$ cat src/rtl/uart_seq_pkg.sv
// Shared constants for the UART echo sequencer: FSM state codes, status
// register bit positions, default register map and the ASCII case helper.
package uart_seq_pkg;

    localparam logic [2:0] ST_IDLE     = 3'd0;
    localparam logic [2:0] ST_RX_POLL  = 3'd1;
    localparam logic [2:0] ST_RX_READ  = 3'd2;
    localparam logic [2:0] ST_TX_POLL  = 3'd3;
    localparam logic [2:0] ST_TX_WRITE = 3'd4;
    localparam logic [2:0] ST_ERROR    = 3'd5;

    localparam int RX_VALID_BIT = 0;
    localparam int TX_BUSY_BIT  = 1;

    localparam logic [31:0] DEFAULT_ADDR_STATUS = 32'h0000_0000;
    localparam logic [31:0] DEFAULT_ADDR_RXDATA = 32'h0000_0004;
    localparam logic [31:0] DEFAULT_ADDR_TXDATA = 32'h0000_0008;

    localparam logic [7:0] ASCII_LOWER_A    = 8'h61;
    localparam logic [7:0] ASCII_LOWER_Z    = 8'h7A;
    localparam logic [7:0] ASCII_CASE_DELTA = 8'h20;

    // Lower-case ASCII letters become upper case only when the switch is on.
    function automatic logic [7:0] upcase_byte(input logic [7:0] b, input logic en);
        if (en && (b >= ASCII_LOWER_A) && (b <= ASCII_LOWER_Z))
            return b - ASCII_CASE_DELTA;
        return b;
    endfunction

endpackage

$ cat src/rtl/uart_seq_bus_master.sv
// Single-outstanding-request bus engine: launches one read or write on start,
// holds it through stalls, reports completion and returns to idle.
module uart_seq_bus_master
    import uart_seq_pkg::*;
(
    input  logic        clk,
    input  logic        reset,
    input  logic        start,
    input  logic        is_write,
    input  logic [31:0] addr,
    input  logic [31:0] wdata,
    output logic        done,
    output logic [31:0] rdata,
    output logic        err,
    output logic        bus_ren,
    output logic        bus_wen,
    output logic [31:0] bus_addr,
    output logic [31:0] bus_wdata,
    output logic [3:0]  bus_strobe,
    input  logic [31:0] bus_rdata,
    input  logic        bus_stall,
    input  logic        bus_error
);

    logic active;

    // start is ignored while a request is in flight, so the sequencer may keep
    // it asserted through the completing cycle without launching a duplicate.
    always_ff @(posedge clk) begin
        if (reset) begin
            active     <= 1'b0;
            bus_ren    <= 1'b0;
            bus_wen    <= 1'b0;
            bus_addr   <= '0;
            bus_wdata  <= '0;
            bus_strobe <= '0;
        end else if (active) begin
            if (!bus_stall) begin
                active     <= 1'b0;
                bus_ren    <= 1'b0;
                bus_wen    <= 1'b0;
                bus_addr   <= '0;
                bus_wdata  <= '0;
                bus_strobe <= '0;
            end
        end else if (start) begin
            active     <= 1'b1;
            bus_ren    <= !is_write;
            bus_wen    <= is_write;
            bus_addr   <= addr;
            bus_wdata  <= is_write ? wdata : 32'h0;
            bus_strobe <= is_write ? 4'b0001 : 4'b0000;
        end
    end

    // A stalled cycle never completes, so an error seen under stall is ignored.
    assign done  = active && !bus_stall;
    assign err   = done && bus_error;
    assign rdata = bus_rdata;

endmodule

$ cat src/rtl/uart_echo_sequencer.sv
// On-board UART echo test: polls the AHBUart status, reads each received byte,
// optionally upper-cases it and writes it back once the transmitter is idle.
module uart_echo_sequencer
    import uart_seq_pkg::*;
#(
    parameter logic [31:0] ADDR_STATUS = DEFAULT_ADDR_STATUS,
    parameter logic [31:0] ADDR_RXDATA = DEFAULT_ADDR_RXDATA,
    parameter logic [31:0] ADDR_TXDATA = DEFAULT_ADDR_TXDATA,
    parameter int          POLL_LIMIT  = 1024,
    parameter int          CNT_W       = 16
) (
    input  logic             clk,
    input  logic             reset,
    input  logic             enable,
    input  logic             upcase,
    output logic             bus_ren,
    output logic             bus_wen,
    output logic [31:0]      bus_addr,
    output logic [31:0]      bus_wdata,
    output logic [3:0]       bus_strobe,
    input  logic [31:0]      bus_rdata,
    input  logic             bus_stall,
    input  logic             bus_error,
    output logic             busy,
    output logic             err_flag,
    output logic [7:0]       last_byte,
    output logic [CNT_W-1:0] echo_count,
    output logic [CNT_W-1:0] drop_count
);

    localparam int PCW = $clog2(POLL_LIMIT + 1);
    localparam logic [PCW-1:0] POLL_LAST = PCW'(POLL_LIMIT - 1);

    logic [2:0]     state;
    logic [PCW-1:0] poll_cnt;
    logic [7:0]     held_byte;

    logic        eng_start;
    logic        eng_is_write;
    logic [31:0] eng_addr;
    logic        eng_done;
    logic        eng_err;
    logic [31:0] eng_rdata;
    logic        rdata_unused;

    assign rdata_unused = ^eng_rdata[31:8];

    // Every bus-facing state simply requests its access; the engine serialises.
    always_comb begin
        eng_start    = 1'b0;
        eng_is_write = 1'b0;
        eng_addr     = ADDR_STATUS;
        case (state)
            ST_RX_POLL: begin
                eng_start = 1'b1;
                eng_addr  = ADDR_STATUS;
            end
            ST_RX_READ: begin
                eng_start = 1'b1;
                eng_addr  = ADDR_RXDATA;
            end
            ST_TX_POLL: begin
                eng_start = 1'b1;
                eng_addr  = ADDR_STATUS;
            end
            ST_TX_WRITE: begin
                eng_start    = 1'b1;
                eng_is_write = 1'b1;
                eng_addr     = ADDR_TXDATA;
            end
            default: begin
                eng_start    = 1'b0;
                eng_is_write = 1'b0;
                eng_addr     = ADDR_STATUS;
            end
        endcase
    end

    uart_seq_bus_master u_bus_master (
        .clk        (clk),
        .reset      (reset),
        .start      (eng_start),
        .is_write   (eng_is_write),
        .addr       (eng_addr),
        .wdata      ({24'h0, held_byte}),
        .done       (eng_done),
        .rdata      (eng_rdata),
        .err        (eng_err),
        .bus_ren    (bus_ren),
        .bus_wen    (bus_wen),
        .bus_addr   (bus_addr),
        .bus_wdata  (bus_wdata),
        .bus_strobe (bus_strobe),
        .bus_rdata  (bus_rdata),
        .bus_stall  (bus_stall),
        .bus_error  (bus_error)
    );

    // A bus error in any completing transfer parks the FSM in ERROR with no
    // counter update; only reset gets it out again.
    always_ff @(posedge clk) begin
        if (reset) begin
            state      <= ST_IDLE;
            poll_cnt   <= '0;
            held_byte  <= '0;
            err_flag   <= 1'b0;
            last_byte  <= '0;
            echo_count <= '0;
            drop_count <= '0;
        end else if (eng_err) begin
            state    <= ST_ERROR;
            err_flag <= 1'b1;
        end else begin
            case (state)
                ST_IDLE: begin
                    if (enable)
                        state <= ST_RX_POLL;
                end
                ST_RX_POLL: begin
                    if (eng_done)
                        state <= eng_rdata[RX_VALID_BIT] ? ST_RX_READ : ST_IDLE;
                end
                ST_RX_READ: begin
                    if (eng_done) begin
                        held_byte <= upcase_byte(eng_rdata[7:0], upcase);
                        poll_cnt  <= '0;
                        state     <= ST_TX_POLL;
                    end
                end
                ST_TX_POLL: begin
                    if (eng_done) begin
                        if (!eng_rdata[TX_BUSY_BIT]) begin
                            state <= ST_TX_WRITE;
                        end else if (poll_cnt == POLL_LAST) begin
                            poll_cnt   <= '0;
                            drop_count <= drop_count + 1'b1;
                            state      <= ST_IDLE;
                        end else begin
                            poll_cnt <= poll_cnt + 1'b1;
                        end
                    end
                end
                ST_TX_WRITE: begin
                    if (eng_done) begin
                        echo_count <= echo_count + 1'b1;
                        last_byte  <= held_byte;
                        state      <= ST_IDLE;
                    end
                end
                ST_ERROR: begin
                    state <= ST_ERROR;
                end
                default: begin
                    state <= ST_IDLE;
                end
            endcase
        end
    end

    assign busy = (state != ST_IDLE) && (state != ST_ERROR);

endmodule

$ cat config.mk
export PLATFORM = sky130hd
export DESIGN_NAME = uart_echo_sequencer
export DESIGN_NICKNAME = d
export VERILOG_FILES = /design/src/rtl/uart_seq_pkg.sv /design/src/rtl/uart_seq_bus_master.sv /design/src/rtl/uart_echo_sequencer.sv
export SDC_FILE = /design/constraint.sdc
export NUM_CORES = 1
export LEC_CHECK = 0
export CAP_MARGIN = 20
export CORE_UTILIZATION = 45
export DETAILED_ROUTE_END_ITERATION = 8
export PLACE_DENSITY = 0.81
export SKIP_CTS_REPAIR_TIMING = 1
export SLEW_MARGIN = 20
export SYNTH_ARGS = -nofsm -noshare
export SYNTH_HDL_FRONTEND = slang
export SYNTH_SLANG_ARGS = --single-unit
$ cat constraint.sdc
create_clock -name clk -period 2.25 [get_ports clk]
set_input_delay 0.225 -clock clk [delete_from_list [all_inputs] [get_ports clk]]
set_output_delay 0.225 -clock clk [all_outputs]
set_load 0.05 [all_outputs]
Word-level counts from Yosys, hierarchy flattened
Index checks and enable logic that the tools add are counted.
- flip-flop bits (word level): 134
- latch bits: 0
- RAM bits: 0
- bits in read-only memories: 0
- input port bits: 38
- output and inout port bits: 112
- logic and storage cells: 105
- memories kept: 0
- add/sub/neg operators: 4
- $mul: 0
- div/mod/pow operators: 0
- $lt $le $gt $ge: 2
- equality and inequality tests: 21
- shift operators: 0
- muxes and demuxes: 43
- bitwise operators: 1
- reduce and logical (&&, ||, !) cells: 20
- operators with widths (operator ; number):
    $mux 32 ; 5
    $mux 11 ; 4
    $add 16x1->16 const B ; 2
    $mux 3 ; 8
    $mux 8 ; 3
    $pmux 11 s2 ; 1
    $pmux 3 s6 ; 1
    $mux 1 ; 16
    $mux 4 ; 3
    $ne 3x2->1 const B ; 4
    $reduce_and 6->1 ; 2
    $add 11x1->11 const B ; 1
    $eq 11x10->1 const B ; 1
    $reduce_and 5->1 ; 2
    $ne 3x3->1 const B ; 3
    $ge 8x7->1 const B ; 1
    $le 8x7->1 const B ; 1
    $ne 2x1->1 const B ; 4
    $pmux 4 s2 ; 1
    $sub 8x6->8 const B ; 1
    $eq 3x2->1 const B ; 2
    $eq 3x3->1 const B ; 2
    $ne 2x2->1 const B ; 3
    $reduce_and 3->1 ; 2
    12 further kinds ; 18

Depth between registers and ports, before layout
Gate-level depths: netlist of the first run.
- depth in word-level cells: 9
- mapped depth: 7
- mapped depth without buffers: 5

By module
Synthesis of the first run repeated with hierarchy kept, for this count alone.
- cell total of the unflattened synthesis: 682
- area total of the unflattened synthesis: 6094.6 µm²
- modules (own cells, without submodules) (module ; instances ; cells an instance ; area an instance (µm²) ; seq. area each (µm²)):
    uart_seq_bus_master ; 1 ; 310 ; 3072.9 ; 1341.3
    uart_echo_sequencer ; 1 ; 372 ; 3021.6 ; 1261.2

Worst setup path after synthesis of the first run
OpenSTA, ideal clock, no wires.
- kind: reg-to-reg
- from: reg drop_count[0]
- to: reg drop_count[12]
- library setup time: 0.070 ns
- arrival time: 2.136 ns
- data required time: 2.180 ns
- path slack: 0.044 ns
- cell stages (with the launch flop): 7
- path buffers: 1
- clock period less this slack: 2.206 ns
- path through: dfxtp_1 ha_1 inv_1 or4_4 buf_6 or4_1 a21oi_1
- longest elaborated chain between the ends: 1
- RTL lines (element ; line ; RTL):
    from (decl) ; uart_echo_sequencer.sv:28 ; output logic [CNT_W-1:0] drop_count
    from (signal assigned) ; uart_echo_sequencer.sv:136 ; drop_count <= drop_count + 1'b1;
    $add 16x1->16 ; uart_echo_sequencer.sv:136 ;
Every way passes these cells.
A chain may end at the register's enable or synchronous reset.

Worst setup path in the final report of the first run
- from: in bus_stall
- to: reg drop_count[11]
- longest elaborated chain between the ends: 5
- RTL lines (element ; line ; RTL):
    from (decl) ; uart_echo_sequencer.sv:22 ; input logic bus_stall,
    $logic_not 1->1 * ; uart_seq_bus_master.sv:57 ; assign done = active && !bus_stall;
    $logic_and 1x1->1 * ; uart_seq_bus_master.sv:57 ;
    $logic_and 1x1->1 ; uart_seq_bus_master.sv:58 ; assign err = done && bus_error;
    $not 1->1 (no line) ; -- ;
    $reduce_and 5->1 (no line) * ; -- ;
Mark *: on every way between the ends. The rest lies on a longest branch, timed or not.

==> results of run 1 <==
==> Yosys cell counts (all sizes together) (2+ instances only) <==
library cell	instances
a21oi	48
o21ai	13
or2	2
dfxtp	76
clkbuf	14
and3	4
o22ai	2
and4	3
xnor2	4
a31oi	5
nor3b	2
mux2	8
a21boi	2
o31ai	16
nor3	9
nand4b	2
or4	20
nand2b	5
nand3b	2
a22oi	10
a211oi	2
and2	3
nor2	38
nand2	52
or3	6
mux2i	2
nand4	8
inv	13
nand3	19
o31a	2
buf	65
o41ai	2
ha	4
nor2b	11
nor4	6
==> through the flow <==
stage	power [mW]	hold WS [ns]	setup TNS (ns)	std cells	setup WS (ns)
3_5_place_dp	1.97	0.443	-1.82	681	-0.225
3_3_place_gp	1.96	0.426	-0.993	681	-0.129
4_1_cts	3.07	0.395	0	697	0.138
2_1_floorplan	1.91	0.361	0	551	0.0438
5_1_grt	3.17	0.419	0	697	0.0402
6_report	3.05	0.399	0	697	0.143
==> cells by family after synthesis <==
logic type	after synthesis	share of synthesized area, %
other	1	0.0927
buffers and inverters	92	14.3
flip-flops	76	37.6
adder cells (fa/ha/maj)	5	1.48
multiplexers	10	2.72
AND/OR/NAND/NOR	199	26.7
AO/OA/AOI/OAI	107	16.1
XOR/XNOR	5	1.08
==> power groups by stage <==
stage	combinational, mW	clock (mW)	sequential (mW)
after floorplan	0.479	0	1.43
after global placement	0.550	0	1.41
after detailed placement	0.557	0	1.41
after CTS	0.560	1.13	1.38
after global routing	0.600	1.19	1.38
final	0.563	1.11	1.38
==> critical path, delay by kind of cell <==
| kind | cells | cell delay (ns) |
|---|---|---|
| compound gates | 1 | 0.17 |
| simple gates | 3 | 1.51 |
| buf+inv | 1 | 0.48 |
==> final timing paths <==
check | start | to | cells after the start
worst min register to register | poll_cnt[10]$_SDFFE_PP0P_ | poll_cnt[10]$_SDFFE_PP0P_ | 2
worst max register to register | state[0]$_SDFFE_PP0P_ | drop_count[11]$_SDFFE_PP0P_ | 4
worst min-delay path | reset | u_bus_master.bus_wdata[4]$_SDFFE_PP0P_ | 3
worst max-delay path | bus_stall | drop_count[11]$_SDFFE_PP0P_ | 5
==> state kept, by name, summed over array words and instances, names as in the netlist <==
signal / flops
drop_count: 16
echo_count: 16
poll_cnt: 11
held_byte: 8
last_byte: 8
u_bus_master.bus_wdata: 8
state: 3
u_bus_master.bus_addr: 2
err_flag: 1
u_bus_master.active: 1
u_bus_master.bus_ren: 1
u_bus_master.bus_strobe: 1
==> area by class of cell <==
type	instances	area (um2)	area share (%)
multi-input cells	383	2160	43.2
inverters	13	48.8	0.977
well taps	108	135	2.70
clock inverters	7	87.6	1.75
flip-flops and latches	76	1520	30.5
clock buffers	9	124	2.48
repair buffers	101	921	18.4
==> per-layer routing <==
metal	global-route usage [%]	share of wire, %	vias to the layer above
met5	0	0	-
li1	-	-	1839
met3	4.62	6.6	16
met2	34.3	49	160
met4	7.23	1.5	0
met1	25.0	43	1786
==> flow_metrics.tcl, run 1 <==
set metrics [dict create \
    period_needed_ns 2.11 \
    drcViolationCount 0 \
    synth_area_um2 4050 \
    crit_path_top_delay_cell "or4_1" \
    yosys.area.top_type "dfxtp_1" \
    final_nets 626 \
    clkTransAtPathRegs_ns 0.10 \
    cpMostUsedCell "or4_1" \
    p_int_mw 2.04 \
    grt_pass1_vias 3430 \
    swShare_pct 33.0 \
    grt_overflow 0 \
    placed_cell_area_um2 4780 \
    synth_top_area_share_pct 37.6 \
    syn2layout_area_growth_pct 23.5 \
    worstMarginPinSlew_ns 0.602 \
    yosys_warnings 0 \
    crit_path_max_fanout 8 \
    rsz0062_at_grt "no" \
    status "complete, no violations" \
    synth_edf_count 0 \
    place_congestion 0.844 \
    initial_utilization_pct 46.4 \
    crit_type "primary input to register" \
    pwr-share-comb_pct 18.5 \
    synth_seq_area_share_pct 37.6 \
    wl_um 9460 \
    cp.required_ns 2.53 \
    grt_first_pass_wirelength_um 15800 \
    numCtsBuffers 9 \
    grt_usage_pct 20.2 \
    worstSetupStartpointType "primary input" \
    ff2ff_setup_slack_ns 0.17 \
    p_sw_mw 1.01 \
    dp_hpwl_um 6870 \
    final_core_util_pct 57.3 \
    setup_violations 0 \
    synthCells 495 \
    clkLatencyLatePin_ns 0.35 \
    io_pins 150 \
    synth_cell_type_count 57 \
    die_w_um 96.8 \
    antenna_found_initial 0 \
    cp-end-kind "register" \
    path_cells "clkdlybuf4s50_1 > or3b_4 > or4_1 > or4_1 > a21oi_1" \
    p_clk_share_pct 36.4 \
    worstPathArrival_ns 2.39 \
    n_fill_cell 778 \
    port_buffers 68 \
    final_cell_mix "dfxtp_1 (76), clkdlybuf4s50_1 (66), conb_1 (57), nand2_1 (52), a21oi_1 (48)" \
    power.leakage_nw 1.81 \
    synth.area.top_cells "dfxtp_1 (38%), buf_4 (11%), a21oi_1 (5.9%)" \
    drt_iter0_drc 308 \
    tritoncts "yes" \
    power_frac_seq_pct 45.1 \
    htree_levels 3 \
    syn_area_per_cell_um2 8.17 \
    cts-root-buf "clkbuf_8" \
    drv_cap 0 \
    die_area_um2 9380 \
    ir_drop_mv 0.472 \
    viasPerCell 5.45 \
    die_h_um 96.8 \
    row_count 34 \
    cts_sinks 76 \
    first_pass_iters 4 \
    wl_per_cell_um 13.6 \
    cpPeakStageDelay_ns 0.63 \
    worst_clock_skew_ns 0.0126 \
    synth_seq_cells 76 \
    power_density_nw_per_um2 611 \
    core_um2 8720 \
    period_share_pct 93.6 \
    diodes 0 \
    slew_viol_final 0 \
    grt_max_degree 44 \
    finalHoldViolCount 0 \
    drt.antenna.violating_nets 0 \
    hold_path.class "primary input to register" \
    final_common_cell "dfxtp_1" \
    max_slew_margin_pct 59.9 \
    drive_above_1_share_pct 10.4 \
    synthArstFlopShare_pct 0 \
    finalInstanceArea_um2 5000 \
    fmax_mhz 475 \
    ctsLongestPathBuffers 2 \
    ys.flop_type "dfxtp_1" \
    vias 3801 \
]
Note: power is estimated with default switching activity, not from simulation.
==> run 2: changes to the inputs <==
--- a/config.mk
+++ b/config.mk
@@ -5,10 +5,12 @@
 export SDC_FILE = /design/constraint.sdc
 export NUM_CORES = 1
 export LEC_CHECK = 0
+export ABC_CLOCK_PERIOD_IN_PS = 1800
 export CAP_MARGIN = 20
-export CORE_UTILIZATION = 45
+export CORE_UTILIZATION = 42
+export CTS_BUF_LIST = sky130_fd_sc_hd__clkbuf_8
 export DETAILED_ROUTE_END_ITERATION = 8
-export PLACE_DENSITY = 0.81
+export PLACE_DENSITY = 0.79
 export SKIP_CTS_REPAIR_TIMING = 1
 export SLEW_MARGIN = 20
 export SYNTH_ARGS = -nofsm -noshare
==> constraint.sdc (replaced) <==
create_clock -name clk -period 1.8 [get_ports clk]
set_input_delay 0.18 -clock clk [delete_from_list [all_inputs] [get_ports clk]]
set_output_delay 0.18 -clock clk [all_outputs]
set_load 0.05 [all_outputs]
==> flow_metrics.tcl, run 2 (synthesized netlist as in run 1, its figures left out) <==
set metrics [dict create \
    clkTransAtPathRegs_ns 0.08 \
    worstPathArrival_ns 2.27 \
    grt_usage_pct 20.3 \
    place_congestion 0.910 \
    fmax_mhz 502 \
    dp_hpwl_um 7250 \
    finalInstanceArea_um2 5550 \
    setup_violations 14 \
    reg_top3 "drop_count (16), echo_count (16), poll_cnt (11)" \
    worstSetupStartpointType "register" \
    final_cell_mix "conb_1 (57), clkdlybuf4s50_1 (56), buf_4 (54), nand2_1 (51)" \
    die_h_um 100 \
    slew_viol_final 0 \
    multi_input_comb_area_um2 2390 \
    ff2ff_setup_slack_ns -0.19 \
    crit_type "register to register" \
    grt_overflow 0 \
    first_pass_iters 6 \
    regArea_um2 1580 \
    place_inst 724 \
    rsz0062_at_grt "yes" \
    setup_tns_ns -1.75 \
    r2r_cells 4 \
    htree_levels 3 \
    violations "setup timing" \
    die_w_um 100 \
    ctsLongestPathBuffers 2 \
    finalHoldViolCount 0 \
    grt_pass1_vias 3502 \
    final_common_cell "conb_1" \
    clkLatencyLatePin_ns 0.36 \
    vias 3964 \
    port_buffers 68 \
    core_um2 9280 \
    initial_utilization_pct 43.6 \
    die_area_um2 10000 \
    drt.antenna.violating_nets 0 \
    drt_iter0_drc 217 \
    drive_above_1_share_pct 24.9 \
    final_nets 655 \
    syn2layout_area_growth_pct 37.1 \
    layout_setup_ws_ns -0.194 \
    max_slew_margin_pct 62.6 \
    wl_um 10500 \
    grt_first_pass_wirelength_um 16500 \
    hold_path.class "primary input to register" \
    viasPerCell 5.31 \
    tritoncts "yes" \
    worstSetupEndpoint "drop_count[7]$_SDFFE_PP0P_" \
    antenna_found_initial 0 \
    period_share_pct 111 \
    n_fill_cell 794 \
    stdcell_count 747 \
    worst_clock_skew_ns 0.0111 \
    numCtsBuffers 9 \
    startpoint "u_bus_master.active$_SDFF_PP0_" \
    cts_sinks 76 \
    row_count 35 \
    power_density_nw_per_um2 675 \
    status "finished with violations" \
    drcViolationCount 0 \
    period_needed_ns 1.99 \
    rr_endpoint "drop_count[7]$_SDFFE_PP0P_" \
    crit_path_max_fanout 8 \
    diodes 0 \
    ir_drop_mv 0.402 \
    io_pins 150 \
    r2r_start "u_bus_master.active$_SDFF_PP0_" \
    cts-root-buf "clkbuf_8" \
    worstMarginPinSlew_ns 0.560 \
    cp-end-kind "register" \
    cp.required_ns 2.07 \
    wl_per_cell_um 14.1 \
    placed_cell_area_um2 5040 \
    preCtsSetupSlack_ns -0.472 \
    drv_cap 0 \
    grt_max_degree 70 \
    power.leakage_nw 2.23 \
    finalPower_mw 3.74 \
]
[run 2: cell types whose count changed in the layout (fill, tap and decap cells not counted), moves of 4 or more]
cell             previous run  this run
dfxtp_1                    76        45
dfxtp_2                     0        24
buf_4                      34        54
clkdlybuf4s50_1            66        56
dlymetal6s2s_1              0        10
dfxtp_4                     0         7
or4_4                       1         7
buf_6                       0         5
nor3_1                      9         4
or4_1                      19        14
nor3_2                      0         4
[run 2: per-stage QoR]
stage	hold slack, ns	util [%]
2_1_floorplan	0.316	-
3_3_place_gp	0.426	54.3
3_5_place_dp	0.439	54.3
4_1_cts	0.193	56.3
5_1_grt	0.199	59.8
6_report	0.205	59.8
[run 2: power breakdown]
| part | internal, mW | switching [mW] | total (mW) | leakage (nW) |
|---|---|---|---|---|
| Clock | 0.520 | 0.705 | 1.22 | 0.0881 |
| Sequential | 1.70 | 0.0278 | 1.73 | 0.630 |
| Combinational | 0.224 | 0.568 | 0.792 | 1.51 |
[run 2: how the worst min path moves through the flow]
| stage | start | end | slack [ns] | depth (start not counted) |
|---|---|---|---|---|
| floorplan | bus_rdata[0] | held_byte[0]$_SDFFE_PP0P_ | 0.32 | 2 |
| global placement | poll_cnt[10]$_SDFFE_PP0P_ | poll_cnt[10]$_SDFFE_PP0P_ | 0.43 | 2 |
| detailed placement | poll_cnt[10]$_SDFFE_PP0P_ | poll_cnt[10]$_SDFFE_PP0P_ | 0.44 | 2 |
| CTS | reset | drop_count[1]$_SDFFE_PP0P_ | 0.19 | 2 |
| finish | reset | drop_count[0]$_SDFFE_PP0P_ | 0.21 | 2 |
| global route | reset | drop_count[0]$_SDFFE_PP0P_ | 0.20 | 2 |
[run 2: cell type report]
class | instances | area share (%)
clock inverters | 7 | 1.04
inverters | 13 | 0.879
multi-input cells | 385 | 43.0
clock buffers | 9 | 2.23
well taps | 129 | 2.91
repair buffers | 128 | 21.5
flip-flops and latches | 76 | 28.4
[run 2: worst max-delay path, cell delays in order, from the launching register on]
cell and delay, ns:
dfxtp_4 0.36, or3b_4 0.39, or4_4 0.60, or4_1 0.42, a21oi_1 0.15
[run 2: layer usage]
metal | share of wire, % | global-route usage (%) | up-vias
met4 | 0.42 | 5.35 | 0
met2 | 50 | 33.5 | 160
met5 | 0 | 0 | -
met3 | 6.3 | 4.53 | 12
met1 | 44 | 26.8 | 1885
li1 | - | - | 1907
